File: src/rtl/micro_sequencer_pkg.sv
// Shared definitions for the microcode sequencer: microword field positions,
// branch-condition codes, FSM state encoding and the decode-address helper.
package micro_sequencer_pkg;

  localparam int unsigned FLD_A_HI     = 40;
  localparam int unsigned FLD_A_LO     = 35;
  localparam int unsigned FLD_AMUX     = 34;
  localparam int unsigned FLD_B_HI     = 33;
  localparam int unsigned FLD_B_LO     = 28;
  localparam int unsigned FLD_BMUX     = 27;
  localparam int unsigned FLD_C_HI     = 26;
  localparam int unsigned FLD_C_LO     = 21;
  localparam int unsigned FLD_CMUX     = 20;
  localparam int unsigned FLD_RD       = 19;
  localparam int unsigned FLD_WR       = 18;
  localparam int unsigned FLD_ALU_HI   = 17;
  localparam int unsigned FLD_ALU_LO   = 14;
  localparam int unsigned FLD_COND_HI  = 13;
  localparam int unsigned FLD_COND_LO  = 11;
  localparam int unsigned FLD_JADDR_HI = 10;
  localparam int unsigned FLD_JADDR_LO = 0;

  localparam logic [2:0] COND_NEXT   = 3'b000;
  localparam logic [2:0] COND_N      = 3'b001;
  localparam logic [2:0] COND_Z      = 3'b010;
  localparam logic [2:0] COND_V      = 3'b011;
  localparam logic [2:0] COND_C      = 3'b100;
  localparam logic [2:0] COND_IR13   = 3'b101;
  localparam logic [2:0] COND_JUMP   = 3'b110;
  localparam logic [2:0] COND_DECODE = 3'b111;

  typedef enum logic {
    ST_RUN      = 1'b0,
    ST_WAIT_MEM = 1'b1
  } seq_state_e;

  // Each opcode owns a block of four microwords in the upper half of the store.
  function automatic logic [10:0] decode_addr(input logic [1:0] op, input logic [5:0] op3);
    return {1'b1, op, op3, 2'b00};
  endfunction

endpackage

File: src/rtl/micro_sequencer_next_addr.sv
// Combinational next-microPC selection: increment, conditional/unconditional
// jump, or opcode decode dispatch.
module micro_next_addr
  import micro_sequencer_pkg::*;
#(
  parameter int ADDR_W = 11
) (
  input  logic [2:0]        cond_i,
  input  logic [ADDR_W-1:0] jaddr_i,
  input  logic [31:0]       ir_i,
  input  logic [3:0]        flags_i,
  input  logic [ADDR_W-1:0] upc_i,
  output logic [ADDR_W-1:0] next_addr_o
);

  logic              take;
  logic [ADDR_W-1:0] incr;
  logic              unused_ir;

  assign incr      = upc_i + ADDR_W'(1);
  assign unused_ir = ^{ir_i[29:25], ir_i[18:14], ir_i[12:0]};

  always_comb begin
    take        = 1'b0;
    next_addr_o = incr;
    case (cond_i)
      COND_NEXT:   take = 1'b0;
      COND_N:      take = flags_i[3];
      COND_Z:      take = flags_i[2];
      COND_V:      take = flags_i[1];
      COND_C:      take = flags_i[0];
      COND_IR13:   take = ir_i[13];
      COND_JUMP:   take = 1'b1;
      COND_DECODE: next_addr_o = ADDR_W'(decode_addr(ir_i[31:30], ir_i[24:19]));
      default:     take = 1'b0;
    endcase
    if (take) begin
      next_addr_o = jaddr_i;
    end
  end

endmodule

File: src/rtl/micro_sequencer.sv
// Microcode sequencer: microPC register plus a RUN/WAIT_MEM FSM that freezes
// the microPC while a memory microword waits for its completion strobe.
module micro_sequencer
  import micro_sequencer_pkg::*;
#(
  parameter int ADDR_W = 11,
  parameter int WORD_W = 41
) (
  input  logic              MicroSeq_CLOCK_50,
  input  logic              MicroSeq_RESET_InHigh,
  input  logic [WORD_W-1:0] MicroSeq_Word_In,
  input  logic [31:0]       MicroSeq_IR_In,
  input  logic [3:0]        MicroSeq_Flags_In,
  input  logic              MicroSeq_MemDone_In,
  output logic [ADDR_W-1:0] MicroSeq_Addr_Out,
  output logic              MicroSeq_Stall_Out
);

  seq_state_e        state_q;
  logic [ADDR_W-1:0] upc_q;
  logic [ADDR_W-1:0] upc_d;
  logic              mem_op;
  logic              unused_fields;

  assign mem_op = MicroSeq_Word_In[FLD_RD] | MicroSeq_Word_In[FLD_WR];

  assign unused_fields = ^{MicroSeq_Word_In[FLD_A_HI:FLD_A_LO], MicroSeq_Word_In[FLD_AMUX],
                           MicroSeq_Word_In[FLD_B_HI:FLD_B_LO], MicroSeq_Word_In[FLD_BMUX],
                           MicroSeq_Word_In[FLD_C_HI:FLD_C_LO], MicroSeq_Word_In[FLD_CMUX],
                           MicroSeq_Word_In[FLD_ALU_HI:FLD_ALU_LO]};

  micro_next_addr #(
    .ADDR_W (ADDR_W)
  ) u_next_addr (
    .cond_i      (MicroSeq_Word_In[FLD_COND_HI:FLD_COND_LO]),
    .jaddr_i     (MicroSeq_Word_In[FLD_JADDR_HI:FLD_JADDR_LO]),
    .ir_i        (MicroSeq_IR_In),
    .flags_i     (MicroSeq_Flags_In),
    .upc_i       (upc_q),
    .next_addr_o (upc_d)
  );

  always_ff @(posedge MicroSeq_CLOCK_50 or posedge MicroSeq_RESET_InHigh) begin
    if (MicroSeq_RESET_InHigh) begin
      state_q <= ST_RUN;
      upc_q   <= '0;
    end else begin
      case (state_q)
        ST_RUN: begin
          if (!mem_op || MicroSeq_MemDone_In) begin
            upc_q <= upc_d;
          end else begin
            state_q <= ST_WAIT_MEM;
          end
        end
        ST_WAIT_MEM: begin
          if (MicroSeq_MemDone_In) begin
            upc_q   <= upc_d;
            state_q <= ST_RUN;
          end
        end
        default: state_q <= ST_RUN;
      endcase
    end
  end

  assign MicroSeq_Addr_Out = upc_q;

  // Stall follows the strobe in the same cycle; reset masks the RUN-state term.
  assign MicroSeq_Stall_Out = !MicroSeq_RESET_InHigh &&
                              ((state_q == ST_WAIT_MEM) || (mem_op && !MicroSeq_MemDone_In));

endmodule

File: config.mk
export PLATFORM = sky130hd
export DESIGN_NAME = micro_sequencer
export DESIGN_NICKNAME = d
export VERILOG_FILES = /design/src/rtl/micro_sequencer_pkg.sv /design/src/rtl/micro_sequencer_next_addr.sv /design/src/rtl/micro_sequencer.sv
export SDC_FILE = /design/constraint.sdc
export NUM_CORES = 1
export LEC_CHECK = 0
export CORE_UTILIZATION = 30
export DETAILED_ROUTE_END_ITERATION = 6
export PLACE_DENSITY = 0.83
export SYNTH_ARGS = -nofsm -noshare
export SYNTH_HDL_FRONTEND = slang
export SYNTH_SLANG_ARGS = --single-unit
File: constraint.sdc
create_clock -name MicroSeq_CLOCK_50 -period 2.34 [get_ports MicroSeq_CLOCK_50]
set_input_delay 0.351 -clock MicroSeq_CLOCK_50 [delete_from_list [all_inputs] [get_ports MicroSeq_CLOCK_50]]
set_output_delay 0.351 -clock MicroSeq_CLOCK_50 [all_outputs]
set_load 0.1 [all_outputs]
==> run_results.csv, run 1 <==
group,metric,value,unit
run_status,outcome,"finished clean",
yosys,async_flop_share,100,%
cts,clock-sinks,12,
setup_path,crit_required,2.52,ns
timing,slew_headroom,68.0,%
cts,h-tree-depth,1,
cts,clk_latency,0.28,ns
yosys,synth_area_per_cell,7.93,um^2
drt,initialDrtViolationCount,34,
global_routing,grt_pass1_vias,955,
place,gp_congestion,0.834,
place,io_buffer_count,43,
cts,postCtsSetupRepairBufs,0,
setup_path,cp-end-kind,"register",
drt,vias,1000,
power,p_leak,0.578,nW
final_layout,area.growth.synth_to_final,54.0,%
setup_path,crit_arrival,2.16,ns
die,coreArea,0.00278,mm^2
cts,cts_tree,"done",
drt,dr.pass1.iters,4,
global_routing,grt_max_degree,17,
power,ir_worst_vdd,0.665,mV
final_layout,fin_util,49.6,%
timing,fin_skew,0.0126,ns
power,powerDensity,834,mW/mm^2
final_layout,fin_area,0.00138,mm^2
die,die_y,56.6,um
global_routing,grt_pass1_wl,4.15,mm
power,intPower,546,uW
cts,cts_buffers,3,
yosys,synth-warning-count,0,
power,p_switching,605,uW
yosys,yosysSeqAreaShare,33.5,%
die,floorplan.initialDensity,32.2,%
power,combPwrFrac,57.5,%
cts,cts_hold_buf,0,
timing,hold_viol_final,0,
timing,setup_viol,0,
setup_path,critPathMaxFanout,6,
yosys,synth_edf_count,0,
yosys,netlist_area,896,um^2
timing,rsz0062_at_grt,"false",
global_routing,grt.total_usage,16.5,%
drt,viasPerCell,5.24,
global_routing,overflow,0,
setup_path,critPathKind,"in -> reg",
cts,clk_pin_slew,0.09,ns
global_routing,antenna_found_initial,0,
yosys,ys.flop_type,"dfrtp_1",
die,ioPinCount,92,
die,rows,19,
timing,tightestPinTransition,0.468,ns
place,place_area,0.00134,mm^2
drt,route.detailed.drc,0,
final_layout,final_common_cell,"clkdlybuf4s50_1",
final_layout,final_nets,242,
cts,cts_resized,0,
cts,cts_buffer_depth,2,
power,clkPwrFrac,14.9,%
cts,root_buffer,"clkbuf_4",
timing,timing.fmax,505,MHz
place,dp_hpwl,1.96,mm
yosys,synth_cell_type_count,33,
power,sequentialPowerShare,27.6,%
flow_run,drv_cap,0,
die,dieArea,0.00321,mm^2
final_layout,num_antenna_cells,0,
drt,drt_wl_total,2.59,mm
drt,wl_per_cell,13.5,um
final_layout,n_fill_cell,274,
timing,slew_viol_final,0,
setup_path,startpoint_type,"primary input",
final_layout,mostFrequentLayoutCells,"clkdlybuf4s50_1, nor2_1, buf_4, dfrtp_1, nand2_1",
die,die_w,56.6,um
hold_path,hp-class,"in -> async",
timing,finalCritPeriodShare,84.6,%
timing,finalSetupTns,0,ns
timing,min_period,1.98,ns
final_layout,drive_above_1_share,16.9,%
yosys,synthCells,113,
yosys,ys_seq_elements,12,
power,p_sw_share,52.6,%
drt,ant_nets,0,
yosys,synth_nets,194,
## power by group through the flow
| stage | Combinational (mW) | Sequential [mW] | Clock (mW) |
|---|---|---|---|
| after global placement | 0.650 | 0.317 | 0 |
| after floorplan | 0.179 | 0.620 | 0 |
| after detailed placement | 0.660 | 0.320 | 0 |
| final | 0.661 | 0.318 | 0.172 |
| after CTS | 0.663 | 0.317 | 0.173 |
| after global routing | 0.693 | 0.327 | 0.178 |
## layer usage
metal | wire length, um | global-route usage (%) | part of all wire, % | up-vias
met4 | 16 | 5.23 | 0.62 | 0
met5 | 0 | 0 | 0 | -
met2 | 1280 | 28.9 | 50 | 48
li1 | - | - | - | 498
met3 | 202 | 3.46 | 7.8 | 2
met1 | 1080 | 20.1 | 42 | 452
## metrics by stage
step           std cells  setup WS, ns  power, mW  hold slack (ns)
2_1_floorplan        113        0.0850      0.799            0.216
3_3_place_gp         187         0.199      0.966            0.566
3_5_place_dp         187         0.101      0.981            0.591
4_1_cts              191         0.381       1.15            0.435
5_1_grt              191         0.303       1.20            0.499
6_report             191         0.360       1.15            0.408
## worst max-delay path, cell delays in order
cell             delay (ns)
clkdlybuf4s50_1        0.57
mux2i_1                0.24
nor3b_2                0.09
or2_1                  0.29
buf_4                  0.17
a211o_1                0.22
a31oi_1                0.22
## synth_stat cells (3+ instances only)
cell type	count	share of area, %
a31oi_1	4	2.8
xnor2_1	6	5.9
nor2_1	22	9.2
nand2_1	12	5.0
nor3_1	3	1.7
dfrtp_1	12	34
buf_6	3	3.8
nor4_1	3	2.1
a21oi_1	6	3.4
a211o_1	4	3.9
nand3_1	9	5.0
## registers in the layout, summed over array words and instances, names as in the netlist
signal / cells
state_q: 1
MicroSeq_Addr_Out: 11
## final cells by class
| cell class | count | area [um^2] | area share (%) |
|---|---|---|---|
| Clock buffer | 4 | 36.3 | 2.63 |
| Sequential cell | 12 | 300 | 21.8 |
| Multi-Input combinational cell | 93 | 543 | 39.3 |
| Timing Repair Buffer | 48 | 450 | 32.6 |
| Tap cell | 31 | 38.8 | 2.81 |
| Inverter | 3 | 11.3 | 0.816 |
## kinds of logic after synthesis
kind of cell | Yosys count | synth area share, %
DFF | 12 | 33.5
muxes | 1 | 1.12
adders and majority gates | 1 | 1.40
and+or+nand+nor | 60 | 32.5
buffers and inverters | 8 | 5.87
xor gates and xnor gates | 8 | 7.82
AOI/OAI and AO/OA | 23 | 17.7
## worst paths after layout
kind / startpoint / end / slack (ns) / cells after the start
max in group asynchronous: MicroSeq_RESET_InHigh / MicroSeq_Addr_Out[9] / 1.59 / 2
worst max-delay path: MicroSeq_Word_In[12] / MicroSeq_Addr_Out[6] / 0.36 / 7
min in group MicroSeq_CLOCK_50: MicroSeq_Addr_Out[7] / MicroSeq_Addr_Out[7] / 0.61 / 2
worst max register to register: MicroSeq_Addr_Out[0] / MicroSeq_Addr_Out[4] / 0.67 / 6
worst min register to register: MicroSeq_Addr_Out[7] / MicroSeq_Addr_Out[7] / 0.61 / 2
worst min-delay path: MicroSeq_RESET_InHigh / MicroSeq_Addr_Out[5] / 0.41 / 2
Note: power is estimated with default switching activity, not from simulation.
==> run 2: changes to the inputs <==
Settings changed: CORE_UTILIZATION 30 to 26, PLACE_DENSITY 0.83 to 0.77.
Clock period 2.34 ns to 1.67 ns, I/O delays scaled along.
==> run_results.csv, run 2 (synthesis results as in run 1) <==
group,metric,value,unit
power,powerDensity,1140,mW/mm^2
die,floorplan.initialDensity,28.4,%
timing,rsz0062_at_grt,"false",
setup_path,startpoint_type,"primary input",
timing,setup_viol,0,
timing,slew_headroom,68.3,%
die,rows,20,
die,ioPinCount,92,
die,die_y,60.7,um
cts,cts_tree,"done",
final_layout,area.growth.synth_to_final,84.2,%
setup_path,critPathMaxFanout,8,
drt,vias,1051,
die,dieArea,0.00368,mm^2
power,intPower,978,uW
global_routing,grt_pass1_wl,4.64,mm
global_routing,overflow,0,
final_layout,fin_util,52.3,%
setup_path,crit_arrival,1.79,ns
die,die_w,60.7,um
final_layout,register_area,335,um^2
power,p_leak,0.664,nW
setup_path,cp-end-kind,"register",
global_routing,grt_max_degree,13,
global_routing,grt_pass1_vias,1082,
drt,drt_wl_total,2.79,mm
power,combPwrFrac,59.1,%
setup_path,crit_required,1.88,ns
final_layout,final_nets,251,
cts,clk_pin_slew,0.08,ns
cts,root_buffer,"clkbuf_4",
hold_path,hp-class,"in -> async",
timing,hold_viol_final,0,
final_layout,multi_input_area,559,um^2
power,p_sw_share,47.9,%
final_layout,mostFrequentLayoutCells,"clkdlybuf4s50_1, nor2_1, buf_4, nand2_1, buf_12",
flow_run,drv_cap,0,
timing,timing.fmax,635,MHz
timing,setup_slack,0.0950,ns
drt,ant_nets,0,
power,p_switching,898,uW
cts,cts_buffer_depth,2,
cts,cts_buffers,3,
timing,tightestPinTransition,0.475,ns
timing,finalCritPeriodShare,94.3,%
place,dp_hpwl,2.19,mm
final_layout,largest_reg_flops,11,
run_status,outcome,"finished clean",
power,ir_worst_vdd,0.604,mV
setup_path,rr_startpoint,"MicroSeq_Addr_Out[0]",
timing,slew_viol_final,0,
setup_path,critPathKind,"in -> reg",
drt,wl_per_cell,13.1,um
power,clkPwrFrac,13.2,%
drt,viasPerCell,4.93,
cts,clk_latency,0.29,ns
global_routing,grt.total_usage,17.1,%
place,dp.cells,209,
drt,dr.pass1.iters,4,
cts,h-tree-depth,1,
final_layout,final_cells,213,
setup_path,rrSetupSlack,0.13,ns
place,io_buffer_count,43,
power,sequentialPowerShare,27.7,%
timing,fin_skew,0.00549,ns
global_routing,antenna_found_initial,0,
drt,route.detailed.drc,0,
final_layout,drive_above_1_share,28.4,%
timing,min_period,1.58,ns
cts,postCtsSetupRepairBufs,0,
final_layout,final_common_cell,"clkdlybuf4s50_1",
final_layout,n_fill_cell,307,
place,pre_cts_ws,-0.356,ns
place,gp_congestion,0.837,
final_layout,num_antenna_cells,0,
cts,clock-sinks,12,
drt,initialDrtViolationCount,33,
setup_path,timing.critical_path.from,"MicroSeq_Word_In[13]",
die,coreArea,0.00315,mm^2
run 2: per-layer routing:
metal  vias up  GRT usage (%)  wire [um]
met4         0           7.47         43
met5         -              0          0
met2        39           29.4       1330
met3         5           4.05        187
li1        516              -          -
met1       491           20.2       1220
run 2: cell type report:
cell class / count / area share (%)
clock buffers: 4 / 2.20
flip-flops and latches: 12 / 20.3
multi-input cells: 93 / 33.9
repair buffers: 57 / 39.6
well taps: 44 / 3.34
inverters: 3 / 0.682
run 2: path summary, 6_finish.rpt:
path,endpoint,cells past startpoint
worst max-delay path,MicroSeq_Addr_Out[6],7
max in group asynchronous,MicroSeq_Addr_Out[0],2
worst min register to register,MicroSeq_Addr_Out[7],2
min in group MicroSeq_CLOCK_50,MicroSeq_Addr_Out[8],3
worst min-delay path,MicroSeq_Addr_Out[7],2
worst max register to register,MicroSeq_Addr_Out[4],6
run 2: power by group through the flow:
stage               registers (mW)  logic (mW)  clock network (mW)
floorplan                    0.915       0.257                   0
global placement             0.518        1.09                   0
detailed placement           0.523        1.11                   0
CTS                          0.518        1.11               0.250
global route                 0.534        1.17               0.258
finish                       0.520        1.11               0.247
run 2: what timing repair did:
action	in CTS	in global routing
resized for setup	3	1
pin swaps	0	2
endpoints found under the setup margin	4	2
hold buffers	0	0
run 2: worst max-delay path, cell delays in order:
cell	delay [ns]
clkdlybuf4s50_1	0.46
nand4b_1	0.14
o211ai_2	0.12
or2_1	0.25
buf_4	0.18
a211o_1	0.23
a31oi_1	0.16
run 2: per-stage QoR:
step | total power [mW] | hold slack, ns | instance area [um^2] | TNS [ns]
2_1_floorplan | 1.17 | 0.115 | 946 | -0.0324
3_3_place_gp | 1.61 | 0.584 | 1620 | -2.35
3_5_place_dp | 1.64 | 0.584 | 1620 | -3.04
4_1_cts | 1.88 | 0.341 | 1650 | 0
5_1_grt | 1.96 | 0.358 | 1650 | 0
6_report | 1.88 | 0.321 | 1650 | 0
==> run 3: changes to the inputs <==
Settings changed: ABC_CLOCK_PERIOD_IN_PS set to 1670, SETUP_SLACK_MARGIN set to 0.1.
==> run_results.csv, run 3 (synthesis results as in run 1) <==
group,metric,value,unit
timing,min_period,1.51,ns
drt,drt_wl_total,2.94,mm
final_layout,drive_above_1_share,32.5,%
drt,vias,1072,
setup_path,r2r-end,"MicroSeq_Addr_Out[3]",
drt,initialDrtViolationCount,20,
run_status,outcome,"finished clean",
drt,ant_nets,0,
die,floorplan.initialDensity,28.4,%
setup_path,rr_worst_depth,5,
timing,slew_headroom,68.1,%
setup_path,rr_startpoint,"MicroSeq_Addr_Out[1]",
final_layout,final_common_cell,"clkdlybuf4s50_1",
setup_path,cp_top_family,"compound AO/OA/AOI/OAI gates",
final_layout,area.growth.synth_to_final,87.0,%
setup_path,cp_num_cells,5,
place,gp_congestion,0.805,
timing,finalCritPeriodShare,90.7,%
global_routing,grt_max_degree,16,
final_layout,final_nets,252,
drt,route.detailed.drc,0,
setup_path,crit_path_end,"MicroSeq_Addr_Out[3]",
die,ioPinCount,92,
power,powerDensity,1120,mW/mm^2
die,die_w,60.7,um
cts,clock-sinks,12,
die,die_y,60.7,um
place,dp_hpwl,2.20,mm
die,dieArea,0.00368,mm^2
hold_path,hp-class,"in -> async",
setup_path,crit_arrival,1.72,ns
setup_path,crit_required,1.87,ns
timing,setup_viol,0,
setup_path,startpoint_type,"register",
cts,cts_hold_buf,0,
timing,tightestPinTransition,0.478,ns
global_routing,grt.total_usage,17.4,%
final_layout,largest_reg_flops,11,
final_layout,multi_input_area,591,um^2
cts,cts_buffer_depth,2,
setup_path,rrSetupSlack,0.16,ns
setup_path,critPathMaxFanout,5,
cts,clk_latency,0.28,ns
setup_path,slowest_delay,0.47,ns
place,io_buffer_count,43,
final_layout,num_antenna_cells,0,
setup_path,crit_chain,"nand3_1, xor2_1, a2111oi_1, a21oi_1, o21ai_1",
power,ir_worst_vdd,0.604,mV
die,coreArea,0.00315,mm^2
setup_path,timing.critical_path.from,"MicroSeq_Addr_Out[1]",
drt,viasPerCell,5.03,
global_routing,grt_pass1_wl,4.73,mm
place,dp.cells,204,
drt,wl_per_cell,13.8,um
global_routing,antenna_found_initial,0,
timing,fin_skew,0.00940,ns
setup_path,cp_num_buf_inv,0,
power,p_total,1.88,mW
timing,rsz0062_at_grt,"true",
timing,timing.fmax,660,MHz
setup_path,cp-end-kind,"register",
setup_path,critPathKind,"reg -> reg",
power,p_leak,0.665,nW
setup_path,crit_slowest_cell,"dfrtp_4",
place,place_area,0.00159,mm^2
timing,slew_viol_final,0,
timing,hold_viol_final,0,
final_layout,fin_area,0.00168,mm^2
final_layout,mostFrequentLayoutCells,"clkdlybuf4s50_1, nor2_1, buf_4, nand2_1, buf_12",
cts,cts_buffers,3,
drt,dr.pass1.iters,4,
cts,clk_pin_slew,0.09,ns
die,rows,20,
final_layout,final_cells,213,
final_layout,register_area,335,um^2
cts,cts_tree,"done",
global_routing,grt_pass1_vias,1087,
final_layout,n_fill_cell,308,
cts,h-tree-depth,1,
global_routing,overflow,0,
flow_run,drv_cap,0,
cts,root_buffer,"clkbuf_4",
[run 3: cell types whose count changed in the layout (fill, tap and decap cells not counted), sizes merged]
cell           change
clkdlybuf4s50      -1
buf                +1
clkbuf             -1
clkdlybuf4s15      +1
[run 3: worst min-delay path by stage]
stage                            end  cells past startpoint  slack, ns
6_report        MicroSeq_Addr_Out[3]                      2       0.33
2_1_floorplan  MicroSeq_Addr_Out[10]                      1       0.12
3_3_place_gp    MicroSeq_Addr_Out[7]                      2       0.59
3_5_place_dp    MicroSeq_Addr_Out[4]                      2       0.60
4_1_cts         MicroSeq_Addr_Out[3]                      2       0.37
5_1_grt         MicroSeq_Addr_Out[3]                      2       0.39
[run 3: what timing repair did]
item,4_1_cts,5_1_grt
buffers inserted,1,5
endpoints found under the setup margin,11,9
resized for setup,6,6
pin swaps,1,6
[run 3: cell type report]
type / count / share of cell area, %
repair buffers: 58 / 39.4
multi-input cells: 93 / 35.3
flip-flops and latches: 12 / 20.0
well taps: 44 / 3.29
clock buffers: 3 / 1.34
inverters: 3 / 0.672
[run 3: layer usage]
metal | routed length, um | up-vias | GRT usage, %
li1 | - | 519 | -
met1 | 1250 | 511 | 21.5
met2 | 1470 | 36 | 29.7
met3 | 167 | 6 | 3.62
met4 | 42 | 0 | 6.82
met5 | 0 | - | 0
[run 3: worst register-to-register path, stage by stage, from the launching register on]
cell       delay [ns]
dfrtp_4          0.47
nand3_1          0.14
xor2_1           0.17
a2111oi_1        0.40
a21oi_1          0.09
o21ai_1          0.16
[run 3: where the power goes]
part / total (mW) / internal (mW) / switching (mW)
sequential: 0.508 / 0.386 / 0.122
clock: 0.193 / 0.0838 / 0.109
combinational: 1.17 / 0.493 / 0.682
total: 1.88 / 0.962 / 0.913
[run 3: through the flow]
| step | util [%] | worst slack [ns] | hold WS [ns] | TNS [ns] |
|---|---|---|---|---|
| after floorplan | - | -0.0276 | 0.115 | -0.0276 |
| after global placement | 50.4 | -0.354 | 0.587 | -2.91 |
| after detailed placement | 50.4 | -0.504 | 0.600 | -4.14 |
| after CTS | 51.5 | 0.101 | 0.375 | 0 |
| after global routing | 53.1 | 0.0594 | 0.392 | 0 |
| final | 53.1 | 0.155 | 0.334 | 0 |
